===== src/rtl/fft_stage_sequencer.sv =====
`default_nettype none
// ============================================================================
// Module      : fft_stage_sequencer
// Description : Address/control sequencer for an in-place radix-2 DIT FFT.
//               Issues one butterfly per cycle per stage (operand addresses
//               plus twiddle index), delays them by the butterfly latency for
//               RAM write-back, and drains the pipe between stages.
// Revision    : 1.0 - initial release
// ============================================================================
module fft_stage_sequencer #(
    parameter int N_LOG2   = 10,
    parameter int ROM_LEN  = 512,
    parameter int PIPE_LAT = 4
) (
    input  logic              clk,
    input  logic              rst,
    input  logic              start,
    input  logic              stall,
    output logic              busy,
    output logic              done,
    output logic [N_LOG2-1:0] stage,
    output logic              rd_en,
    output logic [N_LOG2-1:0] rd_addr_a,
    output logic [N_LOG2-1:0] rd_addr_b,
    output logic [15:0]       tw_addr,
    output logic              wr_en,
    output logic [N_LOG2-1:0] wr_addr_a,
    output logic [N_LOG2-1:0] wr_addr_b
);

    // The twiddle LUT must cover every index j << (N_LOG2-1-s) < N/2.
    if (ROM_LEN < (2 ** (N_LOG2 - 1))) begin : g_rom_len_check
        $error("fft_stage_sequencer: ROM_LEN must be >= N/2");
    end
    if (PIPE_LAT < 1) begin : g_pipe_lat_check
        $error("fft_stage_sequencer: PIPE_LAT must be >= 1");
    end

    localparam int                c_DRAIN_W    = (PIPE_LAT > 1) ? $clog2(PIPE_LAT) : 1;
    localparam logic [c_DRAIN_W-1:0] c_DRAIN_LAST = c_DRAIN_W'(PIPE_LAT - 1);
    localparam logic [N_LOG2-2:0] c_CNT_LAST   = {(N_LOG2-1){1'b1}};
    localparam logic [N_LOG2-1:0] c_STAGE_LAST = N_LOG2'(N_LOG2 - 1);
    localparam logic [N_LOG2-1:0] c_ONE        = N_LOG2'(1);

    typedef enum logic [1:0] {
        S_IDLE  = 2'd0,
        S_RUN   = 2'd1,
        S_DRAIN = 2'd2,
        S_DONE  = 2'd3
    } state_t;

    state_t                r_state_q, w_state_d;
    logic [N_LOG2-2:0]     r_cnt_q,   w_cnt_d;
    logic [N_LOG2-1:0]     r_stage_q, w_stage_d;
    logic [c_DRAIN_W-1:0]  r_drain_q, w_drain_d;

    logic [PIPE_LAT-1:0]              r_pipe_en_q, w_pipe_en_d;
    logic [PIPE_LAT-1:0][N_LOG2-1:0]  r_pipe_a_q,  w_pipe_a_d;
    logic [PIPE_LAT-1:0][N_LOG2-1:0]  r_pipe_b_q,  w_pipe_b_d;

    logic [N_LOG2-1:0] w_cnt_ext;
    logic [N_LOG2-1:0] w_j;
    logic [N_LOG2-1:0] w_a;
    logic [N_LOG2-1:0] w_b;
    logic [15:0]       w_tw;
    logic              w_issue;

    // Butterfly addressing: insert a zero at bit s of the counter for A,
    // B sits 2**s above A, twiddle is the in-group offset scaled to the LUT.
    always_comb begin
        w_cnt_ext = {1'b0, r_cnt_q};
        w_j       = w_cnt_ext & ((c_ONE << r_stage_q) - c_ONE);
        w_a       = ((w_cnt_ext >> r_stage_q) << (r_stage_q + c_ONE)) | w_j;
        w_b       = w_a + (c_ONE << r_stage_q);
        w_tw      = 16'(w_j) << (c_STAGE_LAST - r_stage_q);
        w_issue   = (r_state_q == S_RUN) && !stall;
    end

    // Next-state logic: issue N/2 butterflies, drain PIPE_LAT cycles, repeat per stage.
    always_comb begin
        w_state_d = r_state_q;
        w_cnt_d   = r_cnt_q;
        w_stage_d = r_stage_q;
        w_drain_d = r_drain_q;
        case (r_state_q)
            S_IDLE: begin
                if (start) begin
                    w_state_d = S_RUN;
                    w_cnt_d   = '0;
                    w_stage_d = '0;
                end
            end
            S_RUN: begin
                if (w_issue) begin
                    if (r_cnt_q == c_CNT_LAST) begin
                        w_cnt_d   = '0;
                        w_drain_d = '0;
                        w_state_d = S_DRAIN;
                    end else begin
                        w_cnt_d = r_cnt_q + 1'b1;
                    end
                end
            end
            S_DRAIN: begin
                if (r_drain_q == c_DRAIN_LAST) begin
                    w_drain_d = '0;
                    if (r_stage_q == c_STAGE_LAST) begin
                        w_state_d = S_DONE;
                    end else begin
                        w_stage_d = r_stage_q + c_ONE;
                        w_state_d = S_RUN;
                    end
                end else begin
                    w_drain_d = r_drain_q + 1'b1;
                end
            end
            S_DONE: begin
                w_state_d = S_IDLE;
                w_stage_d = '0;
            end
            default: begin
                w_state_d = S_IDLE;
            end
        endcase
    end

    // Write-back delay line; shifts every cycle regardless of stall or state.
    always_comb begin
        w_pipe_en_d    = '0;
        w_pipe_a_d     = '0;
        w_pipe_b_d     = '0;
        w_pipe_en_d[0] = rd_en;
        w_pipe_a_d[0]  = rd_addr_a;
        w_pipe_b_d[0]  = rd_addr_b;
        for (int i = 1; i < PIPE_LAT; i++) begin
            w_pipe_en_d[i] = r_pipe_en_q[i-1];
            w_pipe_a_d[i]  = r_pipe_a_q[i-1];
            w_pipe_b_d[i]  = r_pipe_b_q[i-1];
        end
    end

    // State, counters and delay line registers.
    always_ff @(posedge clk) begin
        if (rst) begin
            r_state_q   <= S_IDLE;
            r_cnt_q     <= '0;
            r_stage_q   <= '0;
            r_drain_q   <= '0;
            r_pipe_en_q <= '0;
            r_pipe_a_q  <= '0;
            r_pipe_b_q  <= '0;
        end else begin
            r_state_q   <= w_state_d;
            r_cnt_q     <= w_cnt_d;
            r_stage_q   <= w_stage_d;
            r_drain_q   <= w_drain_d;
            r_pipe_en_q <= w_pipe_en_d;
            r_pipe_a_q  <= w_pipe_a_d;
            r_pipe_b_q  <= w_pipe_b_d;
        end
    end

    // Outputs; read-side addresses forced to zero while idle so reset leaves everything at 0.
    always_comb begin
        busy      = (r_state_q != S_IDLE);
        done      = (r_state_q == S_DONE);
        stage     = r_stage_q;
        rd_en     = w_issue;
        rd_addr_a = (r_state_q == S_IDLE) ? '0 : w_a;
        rd_addr_b = (r_state_q == S_IDLE) ? '0 : w_b;
        tw_addr   = (r_state_q == S_IDLE) ? '0 : w_tw;
        wr_en     = r_pipe_en_q[PIPE_LAT-1];
        wr_addr_a = r_pipe_a_q[PIPE_LAT-1];
        wr_addr_b = r_pipe_b_q[PIPE_LAT-1];
    end

endmodule
`default_nettype wire

===== config.mk =====
export PLATFORM = sky130hd
export DESIGN_NAME = fft_stage_sequencer
export DESIGN_NICKNAME = d
export VERILOG_FILES = /design/src/rtl/fft_stage_sequencer.sv
export SDC_FILE = /design/constraint.sdc
export NUM_CORES = 1
export LEC_CHECK = 0
export ABC_AREA = 1
export ABC_CLOCK_PERIOD_IN_PS = 9050
export CAP_MARGIN = 15
export CORE_MARGIN = 3
export CORE_UTILIZATION = 60
export CTS_BUF_LIST = sky130_fd_sc_hd__clkbuf_4 sky130_fd_sc_hd__clkbuf_8
export DETAILED_ROUTE_END_ITERATION = 6
export PLACE_DENSITY = 0.95
export SETUP_SLACK_MARGIN = 0.5
export SYNTH_ARGS = -nofsm -noshare
export SYNTH_HDL_FRONTEND = slang
export SYNTH_SLANG_ARGS = --single-unit

===== constraint.sdc =====
create_clock -name clk -period 9.05 [get_ports clk]
set_input_delay 0.905 -clock clk [delete_from_list [all_inputs] [get_ports clk]]
set_output_delay 0.905 -clock clk [all_outputs]
set_load 0.01 [all_outputs]

==> impl_metrics.env <==
export IMPL_status="finished, final reports clean"
export IMPL_final_max_slew_violation_count=0
export IMPL_ctsHoldBuffers=0
export IMPL_max_freq_ghz=0.159
export IMPL_start_util_pct=62.4
export IMPL_clkPwrFrac_pct=22.8
export IMPL_critPathLaunchType="flip-flop"
export IMPL_p_leak_nw=3.08
export IMPL_nets=994
export IMPL_hold_start="r_pipe_a_q[14]"
export IMPL_wire_per_inst_um=13.7
export IMPL_p_sw_share_pct=39.6
export IMPL_hp_class="flip-flop to flip-flop"
export IMPL_antenna_cells=0
export IMPL_min_period_over_period_pct=69.6
export IMPL_yosysUniqueCellTypes=49
export IMPL_synthMostInstantiatedCell="nand2_1"
export IMPL_hold_violations=0
export IMPL_ir_worst_vdd_v=0.000114
export IMPL_postRouteAntennaNets=0
export IMPL_cts_buffer_depth=2
export IMPL_vias=5854
export IMPL_cts_sinks=107
export IMPL_reg2reg_slack_ns=4.50
export IMPL_min_delay_path_depth=2
export IMPL_synth_fp_nets=960
export IMPL_routed_via_density=5.29
export IMPL_cts_tree="done"
export IMPL_p_per_area_nw_per_um2=176
export IMPL_synth_area_leaders="dfxtp_1 35%, nand2_1 12%, inv_1 9.2%"
export IMPL_clkSlewWorstSetupHoldPaths_ns=0.12
export IMPL_grt_max_degree=60
export IMPL_crit_arrival_ns=5.39
export IMPL_synth_seq_cells=107
export IMPL_cts_root_buf="clkbuf_8"
export IMPL_dieArea_um2=11600
export IMPL_synthCells=934
export IMPL_path_max_fanout=25
export IMPL_p_switching_mw=0.488
export IMPL_io_pins=74
export IMPL_core_area_um2=9910
export IMPL_worst_setup_path_type="flip-flop to output pin"
export IMPL_grt_overflow=0
export IMPL_h_tree_depth=3
export IMPL_ys_flop_type="dfxtp_1"
export IMPL_final_setup_tns_ns=0
export IMPL_clock_skew_final_ns=0.0203
export IMPL_area_growth_pct=13.0
export IMPL_pwr_share_comb_pct=35.6
export IMPL_critical_path_most_common_cell="nand2_1"
export IMPL_grt_pass1_wl_mm=24.7
export IMPL_final_util_pct=70.5
export IMPL_portBuffers=73
export IMPL_cts_buffers=9
export IMPL_grt_antenna_before_repair=0
export IMPL_yosys_top_cells_count="191 x nand2_1, 152 x inv_1, 143 x nor2_1"
export IMPL_crit_path_cell_trace="inv_1, nor2_1, nand3_1, o21ai_1, nand3b_2, nand2_1, nand3_1, a21oi_1, or2_1, ha_1, nand2_1, inv_1, o21ai_0, nand2_1, nand2_1, nand2_1, a21oi_1, nor2_1, nor2_1, o21bai_1, nor2_1, nor3_1, clkdlybuf4s50_1"
export IMPL_drt_iter0_drc=489
export IMPL_die_h_um=108
export IMPL_yosysTopAreaCell="dfxtp_1"
export IMPL_sequentialPowerShare_pct=41.7
export IMPL_p_int_mw=0.742
export IMPL_worst_pin_slew_ns=1.08
export IMPL_cap_violations=0
export IMPL_r2r_start="stage[1]"
export IMPL_ys_seq_area_share_pct=34.6
export IMPL_reg2reg_depth=23
export IMPL_hpwl_mm=11.3
export IMPL_endpoint_kind="output pin"
export IMPL_syn_cell_area_um2=6180
export IMPL_rsz0062_at_grt="false"
export IMPL_synth_edf_count=0
export IMPL_required_ns=8.15
export IMPL_grt_pass1_vias=5264
export IMPL_synth_top_cell_area_share_pct=34.6
export IMPL_gp_routability_congestion=0.997
export IMPL_max_stage_delay_ns=0.92
export IMPL_routed_wirelength_mm=15.2
export IMPL_drive_gt1_share_pct=7.50
export IMPL_fin_hold_ws_ns=0.398
export IMPL_clkLatencyLatePin_ns=0.36
export IMPL_slowest_stage="dfxtp_1"
export IMPL_yosysWarnings=0
export IMPL_first_pass_iters=5
export IMPL_finalCriticalPeriod_ns=6.30
export IMPL_slew_headroom_pct=28.2
export IMPL_cts_resized=0
export IMPL_drc=0
export IMPL_die_w_um=108
export IMPL_track_usage_pct=26.3
export IMPL_setup_viol=0
export IMPL_avgSynthCellArea_um2=6.62
export IMPL_postSynth_asyncResetShare_pct=0
export IMPL_cts_setup_buffers=0
export IMPL_fp_row_count=36
export IMPL_hold_path_end="r_pipe_a_q[24]"
export IMPL_timing_rr_end="r_pipe_b_q[8]"
## power by group through the flow
stage	clock network, mW	registers [mW]	logic [mW]
6_report	0.280	0.512	0.437
5_1_grt	0.303	0.515	0.481
4_1_cts	0.284	0.512	0.431
3_5_place_dp	0	0.523	0.427
3_3_place_gp	0	0.522	0.418
2_1_floorplan	0	0.519	0.305
## kinds of logic after synthesis
family,Yosys count,share of synthesized area (%)
fa+ha+maj,22,4.57
compound gates,78,7.23
xor+xnor,9,1.40
buf+inv,211,14.5
flops,107,34.6
simple gates,507,37.7
## placed cells by master, fill, tap and decap left out, types with 3 or more instances in the layout
cell | synthesis | routed
nand2_1 | 191 | 191
inv_1 | 152 | 152
nor2_1 | 143 | 143
dfxtp_1 | 107 | 107
nand3_1 | 74 | 74
clkdlybuf4s50_1 | 0 | 72
a21oi_1 | 29 | 29
ha_1 | 21 | 21
nor3_1 | 19 | 19
nand4_1 | 16 | 16
o21ai_0 | 15 | 15
nor2_2 | 13 | 13
o21ai_1 | 13 | 13
nand2_2 | 10 | 10
nor4_1 | 9 | 9
clkbuf_8 | 0 | 9
xor2_1 | 7 | 7
nor2_4 | 5 | 5
inv_2 | 5 | 5
nand3_2 | 4 | 4
a21boi_1 | 4 | 4
nor3_2 | 3 | 3
or2_1 | 3 | 3
o21ai_2 | 3 | 3
or2_2 | 3 | 3
nor3b_1 | 3 | 3
## sequential cells by signal, summed over array words and instances (netlist names)
name         count
r_pipe_a_q      30
wr_addr_b       10
r_pipe_en_q      4
r_cnt_q          9
r_state_q        2
r_pipe_b_q      30
stage           10
wr_addr_a       10
r_drain_q        2
## metal layers
| metal | track usage [%] | part of all wire (%) | up-vias |
|---|---|---|---|
| met2 | 44.4 | 48 | 231 |
| met1 | 34.1 | 43 | 2641 |
| met5 | 0 | 0 | - |
| li1 | - | - | 2949 |
| met3 | 4.44 | 6.5 | 33 |
| met4 | 8.93 | 2.5 | 0 |
## final cells by class
type,instances,area [um^2]
clock buffers,9,124
clock inverters,7,67.6
fillers,827,2930
inverters,159,597
multi-input cells,616,3150
flip-flops and latches,107,2140
well taps,133,166
repair buffers,75,741
## worst max-delay path by stage
stage             start           end  slack (ns)  cells past startpoint
2_1_floorplan  stage[5]  rd_addr_b[8]        4.57                     28
3_3_place_gp   stage[1]  rd_addr_b[7]        3.36                     22
3_5_place_dp   stage[1]  rd_addr_b[8]        3.27                     23
4_1_cts        stage[1]  rd_addr_b[8]        2.81                     23
5_1_grt        stage[1]  rd_addr_b[7]        2.34                     22
6_report       stage[1]  rd_addr_b[8]        2.75                     23
## metrics by stage
stage	instance area [um^2]	total power, mW	cells	worst slack, ns
2_1_floorplan	6180	0.824	934	4.57
3_3_place_gp	6790	0.939	1090	3.36
3_5_place_dp	6790	0.949	1090	3.27
4_1_cts	6980	1.23	1106	2.81
5_1_grt	6980	1.30	1106	2.34
6_report	6980	1.23	1106	2.75
## critical path: cells and delay by family (launching register included)
kind	cells	cell delay, ns
AO/OA/AOI/OAI	5	0.50
adder cells (fa/ha/maj)	1	0.35
buffers and inverters	3	1.31
flip-flops	1	0.92
AND/OR/NAND/NOR	14	1.92
No activity file was read; power rests on OpenSTA's default activity.
